## src/rtl/cpu_run_ctl.sv

```systemverilog
// Run/step sequencer for the single-cycle datapath: holds the CPU in reset after a
// program selection, then gates execution via cpu_en in free-run or single-step mode.
module cpu_run_ctl #(
  parameter int RST_CYCLES = 4,
  parameter int MAX_CYCLES = 1000000,
  parameter int CNT_W      = 32,
  parameter int PROG_W     = 4
) (
  input  logic              clock_25mhz,
  input  logic              reset,
  input  logic              start,
  input  logic              step,
  input  logic              halt,
  input  logic [PROG_W-1:0] prog_in,
  input  logic [31:0]       pc,
  output logic              cpu_reset,
  output logic              cpu_en,
  output logic [PROG_W-1:0] prog_sel,
  output logic [CNT_W-1:0]  cycles,
  output logic [2:0]        state,
  output logic              done,
  output logic              timeout
);

  typedef enum logic [2:0] {
    S_IDLE  = 3'd0,
    S_LOAD  = 3'd1,
    S_RUN   = 3'd2,
    S_PAUSE = 3'd3,
    S_STEP  = 3'd4,
    S_DONE  = 3'd5
  } state_e;

  localparam int LW = (RST_CYCLES > 1) ? $clog2(RST_CYCLES) : 1;
  localparam logic [LW-1:0]    LOAD_LAST = LW'(RST_CYCLES - 1);
  localparam logic [CNT_W-1:0] CYC_LAST  = CNT_W'(MAX_CYCLES - 1);

  state_e              state_q;
  logic [PROG_W-1:0]   prog_sel_q;
  logic                mode_step_q;
  logic [LW-1:0]       load_cnt_q;
  logic [CNT_W-1:0]    cycles_q;
  logic                timeout_q;
  logic                loop_valid_q;
  logic [31:0]         pc_q;

  logic [CNT_W-1:0]    cycles_d;
  logic                loop_hit;
  logic                budget_hit;

  assign cycles_d   = cycles_q + CNT_W'(1);
  assign loop_hit   = loop_valid_q && (pc == pc_q);
  assign budget_hit = (cycles_q == CYC_LAST);

  always_ff @(posedge clock_25mhz or posedge reset) begin
    if (reset) begin
      state_q      <= S_IDLE;
      prog_sel_q   <= '0;
      mode_step_q  <= 1'b0;
      load_cnt_q   <= '0;
      cycles_q     <= '0;
      timeout_q    <= 1'b0;
      loop_valid_q <= 1'b0;
      pc_q         <= '0;
    end else begin
      case (state_q)
        S_IDLE, S_DONE: begin
          if (step || start) begin
            state_q     <= S_LOAD;
            prog_sel_q  <= prog_in;
            mode_step_q <= step;
            load_cnt_q  <= '0;
          end
        end
        S_LOAD: begin
          cycles_q     <= '0;
          loop_valid_q <= 1'b0;
          timeout_q    <= 1'b0;
          if (load_cnt_q == LOAD_LAST) begin
            state_q <= mode_step_q ? S_PAUSE : S_RUN;
          end else begin
            load_cnt_q <= load_cnt_q + LW'(1);
          end
        end
        S_RUN, S_STEP: begin
          // Every enabled cycle counts, including the one that triggers a stop.
          cycles_q     <= cycles_d;
          pc_q         <= pc;
          loop_valid_q <= 1'b1;
          if (budget_hit) begin
            timeout_q <= 1'b1;
            state_q   <= S_DONE;
          end else if (loop_hit) begin
            state_q <= S_DONE;
          end else if (state_q == S_STEP || halt) begin
            state_q <= S_PAUSE;
          end
        end
        S_PAUSE: begin
          if (step) begin
            state_q <= S_STEP;
          end else if (start) begin
            state_q <= S_RUN;
          end
        end
        default: state_q <= S_IDLE;
      endcase
    end
  end

  // Control outputs decode straight from the state register so reset takes effect at once.
  assign cpu_en    = (state_q == S_RUN) || (state_q == S_STEP);
  assign cpu_reset = !((state_q == S_RUN) || (state_q == S_PAUSE) ||
                       (state_q == S_STEP) || (state_q == S_DONE));
  assign done      = (state_q == S_DONE);
  assign prog_sel  = prog_sel_q;
  assign cycles    = cycles_q;
  assign state     = state_q;
  assign timeout   = timeout_q;

endmodule
```

## config.mk

```make
export PLATFORM = sky130hd
export DESIGN_NAME = cpu_run_ctl
export DESIGN_NICKNAME = d
export VERILOG_FILES = /design/src/rtl/cpu_run_ctl.sv
export SDC_FILE = /design/constraint.sdc
export NUM_CORES = 1
export LEC_CHECK = 0
export CAP_MARGIN = 15
export CORE_UTILIZATION = 50
export DETAILED_ROUTE_END_ITERATION = 10
export PLACE_DENSITY = 0.8
export RECOVER_POWER = 50
export SETUP_SLACK_MARGIN = 0.05
export SYNTH_ARGS = -nofsm -noshare
export SYNTH_HDL_FRONTEND = slang
export SYNTH_SLANG_ARGS = --single-unit
```

## constraint.sdc

```tcl
create_clock -name clock_25mhz -period 3.05 [get_ports clock_25mhz]
set_clock_uncertainty 0.1 [all_clocks]
set_input_delay 0.61 -clock clock_25mhz [delete_from_list [all_inputs] [get_ports clock_25mhz]]
set_output_delay 0.61 -clock clock_25mhz [all_outputs]
set_load 0.05 [all_outputs]
```

==> impl_metrics.env <==
export IMPL_antenna_found_initial=0
export IMPL_postRouteAntennaNets=0
export IMPL_start_kind="flip-flop"
export IMPL_violations="max-capacitance violations, max-slew violations"
export IMPL_yosys_area_share_simple_pct=25.1
export IMPL_slowest_stage="clkdlybuf4s50_1"
export IMPL_core_area_mm2=0.00729
export IMPL_post_route_period_util_pct=91.1
export IMPL_htreeDepth=3
export IMPL_drc=0
export IMPL_crit_path_cell_trace="xnor2_1, clkdlybuf4s50_1"
export IMPL_synth_xor_area_share_pct=8.06
export IMPL_max_stage_delay_ns=0.88
export IMPL_finalSetupViolations=0
export IMPL_area_growth_syn_to_layout_pct=29.8
export IMPL_ys_seq_area_share_pct=50.2
export IMPL_cap_violations=1
export IMPL_numCtsBuffers=9
export IMPL_status="complete, but fails checks"
export IMPL_antenna_cells=0
export IMPL_p_total_mw=3.86
export IMPL_postLayoutCellArea_mm2=0.00491
export IMPL_slew_headroom_pct=-22.0
export IMPL_wire_per_inst_um=14.3
export IMPL_chipHeight_um=89.0
export IMPL_slew_viol_final=77
export IMPL_track_usage_pct=23.0
export IMPL_synth_edff_count=0
export IMPL_initial_core_util_pct=51.9
export IMPL_syn_cell_area_mm2=0.00379
export IMPL_cts_tree="built"
export IMPL_grt_max_degree=77
export IMPL_clock_latency_ns=0.34
export IMPL_rsz0062_at_grt="no"
export IMPL_syn_inst=406
export IMPL_dr_pass1_iters=4
export IMPL_synth_fp_nets=449
export IMPL_worstPathArrival_ns=2.07
export IMPL_nets=531
export IMPL_synth_top_family_by_area="simple AND/OR/NAND/NOR gates"
export IMPL_hp_class="reg -> reg"
export IMPL_first_global_vias=3043
export IMPL_cts_sinks=76
export IMPL_crit_family="buffers and inverters"
export IMPL_path_clk_slew_ns=0.08
export IMPL_tightest_slew_ns=1.83
export IMPL_cts_setup_buffers=0
export IMPL_synth_adder_area_share_pct=0.661
export IMPL_die_w_um=89.0
export IMPL_synth_flop_cell="dfrtp_1"
export IMPL_setup_tns_ns=0
export IMPL_gp_congestion=0.799
export IMPL_worstPathMaxFanout=9
export IMPL_power_leakage_nw=2.20
export IMPL_power_density_mw_per_mm2=784
export IMPL_cp_num_buf_inv=1
export IMPL_drt_iter0_drc=231
export IMPL_yosysUniqueCellTypes=43
export IMPL_cts_root_buf="clkbuf_8"
export IMPL_r2r_slack_ns=0.38
export IMPL_async_flop_share_pct=100
export IMPL_dieArea_mm2=0.00792
export IMPL_yosysWarnings=0
export IMPL_period_needed_ns=2.78
export IMPL_synth_compound_area_share_pct=7.70
export IMPL_grt_pass1_wl_um=13800
export IMPL_ys_ff_latch=76
export IMPL_hpwl_um=6030
export IMPL_hold_viol_final=0
export IMPL_cp_required_ns=2.34
export IMPL_cts_root_to_sink_buffers=2
export IMPL_rows=31
export IMPL_end_kind="primary output"
export IMPL_ir_drop_mv=0.536
export IMPL_grt_overflow=0
export IMPL_routed_via_count=3168
export IMPL_cts_resized=0
export IMPL_drive_above_1_share_pct=5.88
export IMPL_portBuffers=83
export IMPL_placement_cell_area_mm2=0.00470
export IMPL_routed_via_density=5.35
export IMPL_syn_area_per_cell_um2=9.33
export IMPL_critical_path_class="reg -> out"
export IMPL_max_freq_mhz=360
export IMPL_hold_buffers=0
export IMPL_ios=84
export IMPL_wl_um=8480
export IMPL_synthMuxAreaShare_pct=5.45
-- cell type report --
type | count | area (µm²)
Multi-Input combinational cell | 309 | 1770
Inverter | 5 | 18.8
Tap cell | 99 | 124
Timing Repair Buffer | 87 | 850
Clock buffer | 9 | 124
Fill cell | 602 | 2380
Sequential cell | 76 | 1900
Clock inverter | 7 | 124
-- cell usage after synthesis, types with 2 or more instances --
library cell,number,area share [%]
nand2_1,134,13
nand3b_1,2,0.40
o21a_1,3,0.59
ha_1,2,0.66
buf_6,2,0.59
inv_1,4,0.40
nor3_1,3,0.40
o31ai_1,8,1.6
dfrtp_1,76,50
buf_4,2,0.40
nand2b_1,2,0.33
nor4b_1,2,0.46
mux2i_1,15,4.0
buf_2,2,0.26
buf_1,2,0.20
and4_1,3,0.69
nand3_1,17,2.2
mux2_2,5,1.5
o21ai_0,18,2.4
clkbuf_1,8,0.79
and2_1,3,0.50
nor2_1,9,0.89
xnor2_1,24,5.6
nand4_1,13,2.1
nor4_1,7,1.2
a21oi_1,4,0.53
and3_1,5,0.83
xor2_1,9,2.1
o211ai_1,8,1.6
-- cell families (layout without fill, tap and decap cells) --
group           after synthesis  in the layout
mux                          20             20
simple gates                207            207
compound gates               46             46
fa+ha+maj                     2              2
xor+xnor                     34             34
buf+inv                      21            108
flops                        76             76
-- report_power, final --
part / internal [mW] / switching, mW / leakage, nW
Sequential: 1.29 / 0.217 / 0.989
Clock: 0.549 / 0.383 / 0.120
Combinational: 0.557 / 0.855 / 1.09
Total: 2.40 / 1.46 / 2.20
-- stage by stage --
stage | std cells | worst slack (ns) | util (%) | hold slack (ns)
after floorplan | 406 | 0.144 | - | 0.357
after global placement | 576 | 0.588 | 64.4 | 0.377
after detailed placement | 576 | 0.560 | 64.4 | 0.380
after CTS | 592 | 0.250 | 67.8 | 0.403
after global routing | 592 | 0.170 | 67.4 | 0.420
final | 592 | 0.271 | 67.4 | 0.399
-- registers in the layout, summed over array words and instances (netlist names) --
signal,count
prog_sel,4
mode_step_q,1
timeout,1
state,3
pc_q,32
load_cnt_q,2
cycles,32
loop_valid_q,1
-- path summary, 6_finish.rpt --
check                              end     start  cells past startpoint
setup / recovery             cpu_reset  state[2]                      2
setup reg to reg            cycles[11]  state[2]                      6
max in group asynchronous     state[0]     reset                      3
hold reg to reg                pc_q[5]   pc_q[5]                      2
min in group asynchronous  mode_step_q     reset                      3
hold / removal                 pc_q[5]   pc_q[5]                      2
-- layer usage --
metal | GRT usage [%] | up-vias | routed length, µm
met3 | 4.34 | 13 | 476
li1 | - | 1555 | -
met5 | 0 | - | 0
met2 | 38.1 | 89 | 4070
met1 | 30.0 | 1511 | 3760
met4 | 9.38 | 0 | 173
-- placed cells by master, fill, tap and decap left out, types with 2 or more instances in the layout --
cell               n
clkinv_4           2
clkbuf_8           9
clkbuf_2           2
nor3_1             3
ha_1               2
o31ai_1            8
bufinv_16          3
clkdlybuf4s50_1   82
o21a_1             3
dfrtp_1           76
nand3b_1           2
and3_1             5
xnor2_1           25
and4_1             3
mux2i_1           15
mux2_2             5
nor4_1             7
xor2_1             9
nand2b_1           2
and2_1             3
a21oi_1            4
o211ai_1           8
inv_1              3
nor2_1             9
nand2_1          134
nand4_1           13
nand3_1           17
nor4b_1            2
buf_4              2
o21ai_0           18
-- worst register-to-register path, stage by stage (launching register included) --
cell and delay [ns]:
dfrtp_1 0.48, xnor2_1 0.37, or2_0 0.41, clkbuf_2 0.68, and2_1 0.33, o21ai_0 0.12, o21ai_0 0.09
No activity file was read; power rests on OpenSTA's default activity.
